### config.mk
export PLATFORM = sky130hd
export DESIGN_NAME = dummy_flat
export DESIGN_NICKNAME = d
export VERILOG_FILES = /design/src/rtl/dummy_if.sv /design/src/rtl/dummy.sv /design/src/flat_wrapper.sv
export SDC_FILE = /design/constraint.sdc
export NUM_CORES = 1
export LEC_CHECK = 0
export ABC_AREA = 1
export ABC_CLOCK_PERIOD_IN_PS = 5150
export CORE_MARGIN = 1
export CORE_UTILIZATION = 63
export CTS_CLUSTER_DIAMETER = 100
export DETAILED_ROUTE_END_ITERATION = 6
export PLACE_DENSITY_LB_ADDON = 0.12
export SYNTH_ARGS = -nofsm -noshare
export SYNTH_HDL_FRONTEND = slang
export SYNTH_SLANG_ARGS = --single-unit
### constraint.sdc
create_clock -name clk -period 5.15 [get_ports clk]
set_input_delay 0.7725 -clock clk [delete_from_list [all_inputs] [get_ports clk]]
set_output_delay 0.7725 -clock clk [all_outputs]
set_load 0.02 [all_outputs]
### src/rtl/dummy_if.sv
// Flit, valid, credit and route signals for the five ports (L, N, E, S, W) of one mesh router.
// master = the neighbours/host side, slave = the router.
interface dummy_if #(
    parameter int DW = 8
);
    logic [DW-1:0] Data_in_L, Data_in_N, Data_in_E, Data_in_S, Data_in_W;
    logic          val_in_L, val_in_N, val_in_E, val_in_S, val_in_W;
    logic          ret_in_L, ret_in_N, ret_in_E, ret_in_S, ret_in_W;
    logic [DW-1:0] Data_out_L, Data_out_N, Data_out_E, Data_out_S, Data_out_W;
    logic          val_out_L, val_out_N, val_out_E, val_out_S, val_out_W;
    logic          ret_out_L, ret_out_N, ret_out_E, ret_out_S, ret_out_W;
    logic          full_L, full_N, full_E, full_S, full_W;
    logic [2:0]    r_L, r_N, r_E, r_S, r_W;

    modport master (
        output Data_in_L, Data_in_N, Data_in_E, Data_in_S, Data_in_W,
        output val_in_L, val_in_N, val_in_E, val_in_S, val_in_W,
        output ret_out_L, ret_out_N, ret_out_E, ret_out_S, ret_out_W,
        output full_L, full_N, full_E, full_S, full_W,
        input  ret_in_L, ret_in_N, ret_in_E, ret_in_S, ret_in_W,
        input  Data_out_L, Data_out_N, Data_out_E, Data_out_S, Data_out_W,
        input  val_out_L, val_out_N, val_out_E, val_out_S, val_out_W,
        input  r_L, r_N, r_E, r_S, r_W
    );

    modport slave (
        input  Data_in_L, Data_in_N, Data_in_E, Data_in_S, Data_in_W,
        input  val_in_L, val_in_N, val_in_E, val_in_S, val_in_W,
        input  ret_out_L, ret_out_N, ret_out_E, ret_out_S, ret_out_W,
        input  full_L, full_N, full_E, full_S, full_W,
        output ret_in_L, ret_in_N, ret_in_E, ret_in_S, ret_in_W,
        output Data_out_L, Data_out_N, Data_out_E, Data_out_S, Data_out_W,
        output val_out_L, val_out_N, val_out_E, val_out_S, val_out_W,
        output r_L, r_N, r_E, r_S, r_W
    );
endinterface

### src/rtl/dummy.sv
// 5-port XY mesh router: per-input FIFO, per-output round-robin arbiter, registered outputs.
// Port index everywhere equals the route code: L=0, N=1, E=2, S=3, W=4.
module dummy #(
    parameter int DEPTH = 4,
    parameter int DW    = 8
) (
    input  logic       clk,
    input  logic       rst,
    input  logic [1:0] X_address,
    input  logic [1:0] Y_address,
    dummy_if.slave     nif
);
    localparam int NP = 5;
    localparam int AW = $clog2(DEPTH);
    localparam logic [AW:0] FULL_CNT = (AW+1)'(DEPTH);
    localparam logic [2:0] P_L = 3'd0;
    localparam logic [2:0] P_N = 3'd1;
    localparam logic [2:0] P_E = 3'd2;
    localparam logic [2:0] P_S = 3'd3;
    localparam logic [2:0] P_W = 3'd4;
    localparam logic [2:0] R_NONE = 3'd7;

    function automatic logic [2:0] xy_route(input logic [DW-1:0] flit,
                                            input logic [1:0] my_x,
                                            input logic [1:0] my_y);
        logic [1:0] dst_x;
        logic [1:0] dst_y;
        dst_x = flit[3:2];
        dst_y = flit[1:0];
        if (dst_x > my_x)      return P_E;
        else if (dst_x < my_x) return P_W;
        else if (dst_y > my_y) return P_S;
        else if (dst_y < my_y) return P_N;
        else                   return P_L;
    endfunction

    // First requester at or after ptr wins, wrapping around.
    function automatic logic [NP-1:0] rr_pick(input logic [NP-1:0] req_vec,
                                              input logic [2:0] ptr);
        logic [NP-1:0] pick;
        pick = '0;
        for (int i = 0; i < NP; i++)
            if (pick == '0 && req_vec[i] && i >= int'(ptr)) pick[i] = 1'b1;
        for (int i = 0; i < NP; i++)
            if (pick == '0 && req_vec[i] && i < int'(ptr)) pick[i] = 1'b1;
        return pick;
    endfunction

    // Reset asserts asynchronously, releases on the second clk edge.
    logic rst_meta_p0, rst_n_p1;
    always_ff @(posedge clk or negedge rst) begin
        if (!rst) begin
            rst_meta_p0 <= 1'b0;
            rst_n_p1    <= 1'b0;
        end else begin
            rst_meta_p0 <= 1'b1;
            rst_n_p1    <= rst_meta_p0;
        end
    end

    logic [DW-1:0] din  [NP];
    logic [NP-1:0] vin, rout, full_dn;

    assign din[0] = nif.Data_in_L;
    assign din[1] = nif.Data_in_N;
    assign din[2] = nif.Data_in_E;
    assign din[3] = nif.Data_in_S;
    assign din[4] = nif.Data_in_W;
    assign vin     = {nif.val_in_W, nif.val_in_S, nif.val_in_E, nif.val_in_N, nif.val_in_L};
    assign rout    = {nif.ret_out_W, nif.ret_out_S, nif.ret_out_E, nif.ret_out_N, nif.ret_out_L};
    assign full_dn = {nif.full_W, nif.full_S, nif.full_E, nif.full_N, nif.full_L};

    logic [DW-1:0] mem    [NP][DEPTH];
    logic [AW:0]   wr_ptr [NP];
    logic [AW:0]   rd_ptr [NP];
    logic [DW-1:0] head   [NP];
    logic [2:0]    route  [NP];
    logic [NP-1:0] empty, fifo_full, push, pop;

    always_comb begin
        empty     = '0;
        fifo_full = '0;
        for (int p = 0; p < NP; p++) begin
            head[p]      = mem[p][rd_ptr[p][AW-1:0]];
            empty[p]     = (wr_ptr[p] == rd_ptr[p]);
            fifo_full[p] = ((wr_ptr[p] - rd_ptr[p]) == FULL_CNT);
            route[p]     = empty[p] ? R_NONE : xy_route(head[p], X_address, Y_address);
        end
    end

    logic [NP-1:0] ready;
    logic [NP-1:0] req      [NP];
    logic [NP-1:0] gnt      [NP];
    logic [2:0]    rr_ptr   [NP];
    logic [2:0]    rr_next  [NP];
    logic [DW-1:0] sel_data [NP];

    // gnt[o][i]: output o takes the head of input i. A head routes to one
    // output only, so no input can be granted twice in a cycle.
    always_comb begin
        ready = '0;
        pop   = '0;
        for (int o = 0; o < NP; o++) begin
            req[o]      = '0;
            ready[o]    = ~full_dn[o] | rout[o];
            for (int i = 0; i < NP; i++)
                req[o][i] = ~empty[i] & (route[i] == 3'(o)) & ready[o];
            gnt[o]      = rr_pick(req[o], rr_ptr[o]);
            pop         = pop | gnt[o];
            sel_data[o] = '0;
            rr_next[o]  = rr_ptr[o];
            for (int i = 0; i < NP; i++) begin
                if (gnt[o][i]) begin
                    sel_data[o] = head[i];
                    rr_next[o]  = (i == NP - 1) ? P_L : 3'(i + 1);
                end
            end
        end
    end

    // A pop in the same cycle frees the slot for a write into a full FIFO.
    assign push = vin & (~fifo_full | pop);

    always_ff @(posedge clk or negedge rst_n_p1) begin
        if (!rst_n_p1) begin
            for (int p = 0; p < NP; p++) begin
                wr_ptr[p] <= '0;
                rd_ptr[p] <= '0;
            end
        end else begin
            for (int p = 0; p < NP; p++) begin
                if (push[p]) wr_ptr[p] <= wr_ptr[p] + 1'b1;
                if (pop[p])  rd_ptr[p] <= rd_ptr[p] + 1'b1;
            end
        end
    end

    always_ff @(posedge clk) begin
        for (int p = 0; p < NP; p++)
            if (push[p]) mem[p][wr_ptr[p][AW-1:0]] <= din[p];
    end

    // ---- stage p1: registered output flits, valids and credit returns ----
    logic [DW-1:0] data_out_p1 [NP];
    logic [NP-1:0] vld_out_p1, ret_in_p1;

    always_ff @(posedge clk or negedge rst_n_p1) begin
        if (!rst_n_p1) begin
            for (int o = 0; o < NP; o++) begin
                data_out_p1[o] <= '0;
                rr_ptr[o]      <= P_L;
            end
            vld_out_p1 <= '0;
            ret_in_p1  <= '0;
        end else begin
            for (int o = 0; o < NP; o++) begin
                if (|gnt[o]) data_out_p1[o] <= sel_data[o];
                rr_ptr[o]     <= rr_next[o];
                vld_out_p1[o] <= |gnt[o];
            end
            ret_in_p1 <= pop;
        end
    end

    assign nif.Data_out_L = data_out_p1[0];
    assign nif.Data_out_N = data_out_p1[1];
    assign nif.Data_out_E = data_out_p1[2];
    assign nif.Data_out_S = data_out_p1[3];
    assign nif.Data_out_W = data_out_p1[4];
    assign nif.val_out_L  = vld_out_p1[0];
    assign nif.val_out_N  = vld_out_p1[1];
    assign nif.val_out_E  = vld_out_p1[2];
    assign nif.val_out_S  = vld_out_p1[3];
    assign nif.val_out_W  = vld_out_p1[4];
    assign nif.ret_in_L   = ret_in_p1[0];
    assign nif.ret_in_N   = ret_in_p1[1];
    assign nif.ret_in_E   = ret_in_p1[2];
    assign nif.ret_in_S   = ret_in_p1[3];
    assign nif.ret_in_W   = ret_in_p1[4];
    assign nif.r_L        = route[0];
    assign nif.r_N        = route[1];
    assign nif.r_E        = route[2];
    assign nif.r_S        = route[3];
    assign nif.r_W        = route[4];
endmodule

### src/flat_wrapper.sv
// flat-port wrapper written by rule: the top's interface ports become plain ports
module dummy_flat 
#(
    parameter int DEPTH = 4,
    parameter int DW    = 8
)
  (clk, rst, X_address, Y_address, nif_Data_in_L, nif_Data_in_N, nif_Data_in_E, nif_Data_in_S, nif_Data_in_W, nif_val_in_L, nif_val_in_N, nif_val_in_E, nif_val_in_S, nif_val_in_W, nif_ret_out_L, nif_ret_out_N, nif_ret_out_E, nif_ret_out_S, nif_ret_out_W, nif_full_L, nif_full_N, nif_full_E, nif_full_S, nif_full_W, nif_ret_in_L, nif_ret_in_N, nif_ret_in_E, nif_ret_in_S, nif_ret_in_W, nif_Data_out_L, nif_Data_out_N, nif_Data_out_E, nif_Data_out_S, nif_Data_out_W, nif_val_out_L, nif_val_out_N, nif_val_out_E, nif_val_out_S, nif_val_out_W, nif_r_L, nif_r_N, nif_r_E, nif_r_S, nif_r_W);
  dummy_if #(.DW(DW)) nif_i ();
  input  logic clk;
  input  logic rst;
  input  logic [1:0] X_address;
  input  logic [1:0] Y_address;
  input wire logic [$bits(nif_i.Data_in_L)-1:0] nif_Data_in_L;
  input wire logic [$bits(nif_i.Data_in_N)-1:0] nif_Data_in_N;
  input wire logic [$bits(nif_i.Data_in_E)-1:0] nif_Data_in_E;
  input wire logic [$bits(nif_i.Data_in_S)-1:0] nif_Data_in_S;
  input wire logic [$bits(nif_i.Data_in_W)-1:0] nif_Data_in_W;
  input wire logic [$bits(nif_i.val_in_L)-1:0] nif_val_in_L;
  input wire logic [$bits(nif_i.val_in_N)-1:0] nif_val_in_N;
  input wire logic [$bits(nif_i.val_in_E)-1:0] nif_val_in_E;
  input wire logic [$bits(nif_i.val_in_S)-1:0] nif_val_in_S;
  input wire logic [$bits(nif_i.val_in_W)-1:0] nif_val_in_W;
  input wire logic [$bits(nif_i.ret_out_L)-1:0] nif_ret_out_L;
  input wire logic [$bits(nif_i.ret_out_N)-1:0] nif_ret_out_N;
  input wire logic [$bits(nif_i.ret_out_E)-1:0] nif_ret_out_E;
  input wire logic [$bits(nif_i.ret_out_S)-1:0] nif_ret_out_S;
  input wire logic [$bits(nif_i.ret_out_W)-1:0] nif_ret_out_W;
  input wire logic [$bits(nif_i.full_L)-1:0] nif_full_L;
  input wire logic [$bits(nif_i.full_N)-1:0] nif_full_N;
  input wire logic [$bits(nif_i.full_E)-1:0] nif_full_E;
  input wire logic [$bits(nif_i.full_S)-1:0] nif_full_S;
  input wire logic [$bits(nif_i.full_W)-1:0] nif_full_W;
  output wire logic [$bits(nif_i.ret_in_L)-1:0] nif_ret_in_L;
  output wire logic [$bits(nif_i.ret_in_N)-1:0] nif_ret_in_N;
  output wire logic [$bits(nif_i.ret_in_E)-1:0] nif_ret_in_E;
  output wire logic [$bits(nif_i.ret_in_S)-1:0] nif_ret_in_S;
  output wire logic [$bits(nif_i.ret_in_W)-1:0] nif_ret_in_W;
  output wire logic [$bits(nif_i.Data_out_L)-1:0] nif_Data_out_L;
  output wire logic [$bits(nif_i.Data_out_N)-1:0] nif_Data_out_N;
  output wire logic [$bits(nif_i.Data_out_E)-1:0] nif_Data_out_E;
  output wire logic [$bits(nif_i.Data_out_S)-1:0] nif_Data_out_S;
  output wire logic [$bits(nif_i.Data_out_W)-1:0] nif_Data_out_W;
  output wire logic [$bits(nif_i.val_out_L)-1:0] nif_val_out_L;
  output wire logic [$bits(nif_i.val_out_N)-1:0] nif_val_out_N;
  output wire logic [$bits(nif_i.val_out_E)-1:0] nif_val_out_E;
  output wire logic [$bits(nif_i.val_out_S)-1:0] nif_val_out_S;
  output wire logic [$bits(nif_i.val_out_W)-1:0] nif_val_out_W;
  output wire logic [$bits(nif_i.r_L)-1:0] nif_r_L;
  output wire logic [$bits(nif_i.r_N)-1:0] nif_r_N;
  output wire logic [$bits(nif_i.r_E)-1:0] nif_r_E;
  output wire logic [$bits(nif_i.r_S)-1:0] nif_r_S;
  output wire logic [$bits(nif_i.r_W)-1:0] nif_r_W;
  assign nif_i.Data_in_L = nif_Data_in_L;
  assign nif_i.Data_in_N = nif_Data_in_N;
  assign nif_i.Data_in_E = nif_Data_in_E;
  assign nif_i.Data_in_S = nif_Data_in_S;
  assign nif_i.Data_in_W = nif_Data_in_W;
  assign nif_i.val_in_L = nif_val_in_L;
  assign nif_i.val_in_N = nif_val_in_N;
  assign nif_i.val_in_E = nif_val_in_E;
  assign nif_i.val_in_S = nif_val_in_S;
  assign nif_i.val_in_W = nif_val_in_W;
  assign nif_i.ret_out_L = nif_ret_out_L;
  assign nif_i.ret_out_N = nif_ret_out_N;
  assign nif_i.ret_out_E = nif_ret_out_E;
  assign nif_i.ret_out_S = nif_ret_out_S;
  assign nif_i.ret_out_W = nif_ret_out_W;
  assign nif_i.full_L = nif_full_L;
  assign nif_i.full_N = nif_full_N;
  assign nif_i.full_E = nif_full_E;
  assign nif_i.full_S = nif_full_S;
  assign nif_i.full_W = nif_full_W;
  assign nif_ret_in_L = nif_i.ret_in_L;
  assign nif_ret_in_N = nif_i.ret_in_N;
  assign nif_ret_in_E = nif_i.ret_in_E;
  assign nif_ret_in_S = nif_i.ret_in_S;
  assign nif_ret_in_W = nif_i.ret_in_W;
  assign nif_Data_out_L = nif_i.Data_out_L;
  assign nif_Data_out_N = nif_i.Data_out_N;
  assign nif_Data_out_E = nif_i.Data_out_E;
  assign nif_Data_out_S = nif_i.Data_out_S;
  assign nif_Data_out_W = nif_i.Data_out_W;
  assign nif_val_out_L = nif_i.val_out_L;
  assign nif_val_out_N = nif_i.val_out_N;
  assign nif_val_out_E = nif_i.val_out_E;
  assign nif_val_out_S = nif_i.val_out_S;
  assign nif_val_out_W = nif_i.val_out_W;
  assign nif_r_L = nif_i.r_L;
  assign nif_r_N = nif_i.r_N;
  assign nif_r_E = nif_i.r_E;
  assign nif_r_S = nif_i.r_S;
  assign nif_r_W = nif_i.r_W;
  dummy #(.DEPTH(DEPTH), .DW(DW)) u_core (.clk(clk), .rst(rst), .X_address(X_address), .Y_address(Y_address), .nif(nif_i));
endmodule
== Word level (Yosys, flattened, before mapping) ==
Memory sizes are Yosys's and may differ from the RTL's.
Cells that the tools add are included.

* Input bits: 61
* Output and inout port bits: 65
* Bits in writable memories: 160
* Bits in registers: 97
* Memories: 1
* Word-level logic and storage cells: 557

{| class="wikitable"
|+ Memories
! memory !! words !! width !! read ports !! clocked after memory_dff !! wr ports !! RTL line !! RTL
|-
| u_core.mem || 5 || 32 || 5 || 0 || 5 || dummy.sv:73 || <nowiki>logic [DW-1:0] mem [NP][DEPTH];</nowiki>
|}

* Order comparisons: 85
* Muxes and demuxes: 160
* Bitwise gates (word level): 87
* Eq/ne operators: 30
* Reduce and logical (&&, ||, !) cells: 155
* Add/subtract/negate cells: 15

{| class="wikitable"
|+ Operators by type and width
! cell !! count
|-
| $mux W8 || 40
|-
| $mux W32 || 5
|-
| $mux W3 || 45
|-
| $logic_not A5 Y1 || 25
|-
| $logic_and A1 B1 Y1 || 100
|-
| $bmux W8 S2 || 5
|-
| $demux W8 S2 || 5
|-
| $mux W1 || 60
|-
| $and A1 B1 Y1 || 50
|-
| $add A3 B1 Y3 const B || 10
|-
| $eq A3 B2 Y1 const B || 10
|-
| $eq A3 B3 Y1 const B || 10
|-
| $ge A1 B3 Y1 const A || 10
|-
| $ge A2 B3 Y1 const A || 10
|-
| $ge A3 B3 Y1 const B || 10
|-
| $logic_not A3 Y1 || 10
|-
| $lt A1 B3 Y1 const A || 10
|-
| $lt A2 B3 Y1 const A || 10
|-
| $not A2 Y3 || 10
|-
| $or A5 B5 Y5 || 5
|-
| $reduce_bool A5 Y1 || 5
|-
| $reduce_or A5 Y1 || 5
|-
| $gt A2 B2 Y1 || 10
|-
| $logic_not A4 Y1 || 5
|-
| 12 further kinds || 67
|}

== Logic depth before layout (Yosys ltp) ==
* Depth in word-level cells: 59
* Mapped depth: 29
* Depth with buffers taken out: 28

== Worst setup path after synthesis ==
Ideal clock, no wire load.

* Kind: reg2reg
* Start: register u_core.rd_ptr[12] in the netlist's numbering
* End: memory u_core.mem[0][80] in the netlist's numbering (enable)
* Buffers on the path: 1
* Period minus slack after synthesis: 4207 ps
* Slack: 943 ps
* Setup time: 371 ps
* Stages on the path, launching flop included: 22
* Data required time: 4779 ps
* Arrival: 3837 ps
* Cells stage by stage: dfrtp_1 > inv_1 > clkbuf_1 > nand2_1 > a32oi_1 > inv_1 > ha_1 > nand2_1 > nand2_1 > nand3_1 > nand4_4 > nand2_2 > nor3_2 > nand2_1 > nand2_1 > nand4_1 > or2_1 > nand2_2 > inv_2 > nand4_2 > nand2_4 > nor2_1

{| class="wikitable"
|+ RTL lines
! element !! RTL line !! RTL
|-
| from (decl) || dummy.sv:75 || <nowiki>logic [AW:0] rd_ptr [NP];</nowiki>
|-
| from (signal, indexed assignment) || dummy.sv:133 || <nowiki>if (pop[p]) rd_ptr[p] <= rd_ptr[p] + 1'b1;</nowiki>
|-
| to (decl) || dummy.sv:73 ||
|}

==> qor.yml <==
routed_wl_mm: 39.96
vias: 11820
ys_ff_latch: 257
dp_hpwl_mm: 30.26
synthDistinctLibCells: 59
insertion_delay_ns: 0.56
die_w_um: 150.2
gr-usage-all-layers_pct: 36.58
n_fill_cell: 1469
ant_nets: 0
max_slew_margin_pct: 38.89
min_path_type: "reg -> async"
yosysTopAreaCellShare_pct: 34.74
synthArstFlopShare_pct: 37.74
synth_adder_area_share_pct: 4.975
synth-xor-area-share_pct: 1.375
rsz0062_at_grt: "false"
fmax_mhz: 207.1
hold_violations: 0
synth_edf_count: 160
drc: 0
clk_path_buf_depth: 3
start_util_pct: 64.98
die_area_um2: 22550
synthTopCellsByArea: "edfxtp_1 35%, dfrtp_1 18%, nand2_1 8.1%"
gr-max-usage-layer: "met2"
grt_use_met2_pct: 57.87
coreArea_um2: 21290
outcome: "complete, no violations"
drt-pass1-iter-count: 5
avgSynthCellArea_um2: 9.474
start_kind: "flip-flop"
grt_antenna_before_repair: 0
vias_per_cell: 6.111
gp_congestion: 1.062
worstPathMaxFanout: 16
drive_gt1_share_pct: 12.54
numCtsBuffers: 26
netlist_area_um2: 13830
fin_crit_sh_pct: 93.74
drv_slew: 0
synthMuxAreaShare_pct: 0
grt_use_met3_pct: 7.394
endpoint_kind: "flip-flop"
nets: 1755
clk_pin_slew_ns: 0.06
synth-simple-area-share_pct: 22.33
synth_compound_area_share_pct: 12.46
synth_top_family_by_area: "simple AND/OR/NAND/NOR gates"
grt_overflow_total: 0
arrival_ns: 5.09
cap_violations: 0
grt_max_degree: 60
die_h_um: 150.2
ys_seq_area_share_pct: 52.28
required_ns: 5.41
yosysWarnings: 0
antenna_cells: 0
io_buffers: 125
tns_ns: 0
ctsHtreeMaxLevel: 1
setup_viol: 0
drt_iter0_drc: 1372
cts_tree: "done"
clock_sinks: 257
hold_buffers: 0
area_growth_pct: 19.95
grt_first_pass_wirelength_mm: 61.46
fin_crit_ns: 4.828
grt_pass1_vias: 11450
synth.most_common_cell: "nand2_1"
avgRoutedWirePerCell_um: 20.66
use_met1_pct: 48.90
worst_slew_pin_slew_ns: 0.9167
ios: 126
syn_nets: 1576
skew_ns: 0.01908
clockRootBuffer: "clkbuf_16"
rows: 53
synth_flop_cell: "edfxtp_1"
worstSetupPathType: "reg -> reg"
syn_inst: 1460
yosys-top-cells-count: "297 x nand2_1, 183 x inv_1, 160 x edfxtp_1"
yosysTopAreaCell: "edfxtp_1"
==> timing repair <==
item	CTS	global route
endpoints found under the setup margin	0	104
gates resized for setup	0	1
setup buffers	0	0
==> placed cells by master, fill, tap and decap left out, types with 62 or more instances in the layout <==
cell type | Yosys | final
dfrtp_1 | 97 | 96
nand2_1 | 297 | 297
o21ai_0 | 67 | 67
clkdlybuf4s50_1 | 0 | 125
inv_1 | 183 | 183
nand3_1 | 70 | 70
nor2_1 | 142 | 142
a21oi_1 | 62 | 62
edfxtp_1 | 160 | 160
==> registers in the layout (all words and copies together), names as in the netlist <==
register and count:
u_core.mem 160, u_core.rst_meta_p0 1, u_core.nif.Data_out_N 8, u_core.wr_ptr 15
u_core.vld_out_p1 5, u_core.nif.Data_out_E 8, u_core.nif.Data_out_L 8, u_core.rst_n_p1 1
u_core.nif.Data_out_S 8, u_core.ret_in_p1 5, u_core.nif.Data_out_W 8, u_core.rr_ptr 15
u_core.rd_ptr 15
==> kinds of logic (layout without fill, tap and decap cells) <==
| logic type | count (synthesis) | after routing |
|---|---|---|
| AND/OR/NAND/NOR | 633 | 633 |
| AO/OA/AOI/OAI | 261 | 261 |
| flip-flops | 257 | 257 |
| buffers and inverters | 233 | 432 |
| adder cells (fa/ha/maj) | 55 | 55 |
| XOR/XNOR | 20 | 20 |
| other | 1 | 1 |
==> area by class of cell <==
class / count / area [µm²] / area share [%]
flip-flops and latches: 257 / 7236 / 43.61
inverters: 204 / 770.7 / 4.646
multi-input cells: 970 / 5703 / 34.37
clock inverters: 12 / 145.1 / 0.8748
repair buffers: 180 / 1664 / 10.03
clock buffers: 36 / 728.2 / 4.389
well taps: 275 / 344.1 / 2.074
==> per-stage QoR <==
stage          instance area [µm²]  hold slack [ns]  std cells  utilization (%)  worst slack (ns)
3_3_place_gp                 15710           0.3002       1886            73.80            0.3836
5_1_grt                      16590           0.3406       1934            77.94          0.004129
4_1_cts                      16580           0.3195       1934            77.91            0.2294
3_5_place_dp                 15710           0.3206       1886            73.80            0.2489
2_1_floorplan                13830           0.3312       1460                -            0.9426
6_report                     16590           0.2965       1934            77.94            0.3225
==> final timing paths <==
path	from	endpoint	slack, ns	cells after the start
setup / recovery	u_core.rd_ptr[3]	u_core.mem[0][135]	0.32	22
hold / removal	u_core.rst_n_p1	u_core.wr_ptr[1]	0.30	0
setup reg to reg	u_core.rd_ptr[3]	u_core.mem[0][135]	0.32	22
min in group clk	u_core.rst_meta_p0	u_core.rst_n_p1	0.36	0
hold reg to reg	u_core.rst_n_p1	u_core.wr_ptr[1]	0.30	0
max in group asynchronous	u_core.rst_n_p1	u_core.wr_ptr[12]	3.62	1
==> layer usage <==
| metal | wire length, µm | share of wire [%] |
|---|---|---|
| met1 | 15560 | 39 |
| met2 | 18470 | 46 |
| met3 | 4176 | 10 |
| met4 | 1758 | 4.4 |
| met5 | 0 | 0 |
==> critical path, cell delays in order, from the launching register on <==
cell and delay [ns]:
dfrtp_1 0.50, inv_1 0.40, nand2_1 0.10, a32oi_1 0.44, inv_1 0.22, ha_1 0.32
nand2_1 0.09, a21oi_2 0.17, nand3_1 0.16, nor2_1 0.18, nand3_1 0.18, nand4_1 0.21
nor2_1 0.07, nor2_2 0.16, nand3_2 0.14, nor3_2 0.20, nand4_1 0.24, nand2_1 0.14
nor2_2 0.06, nand3_2 0.14, nand2_4 0.10, nor2_1 0.13, buf_4 0.19
Power is left out: the tool's default activity adds up to more than one toggle a clock period on the data nets, which glitch-free logic cannot reach.
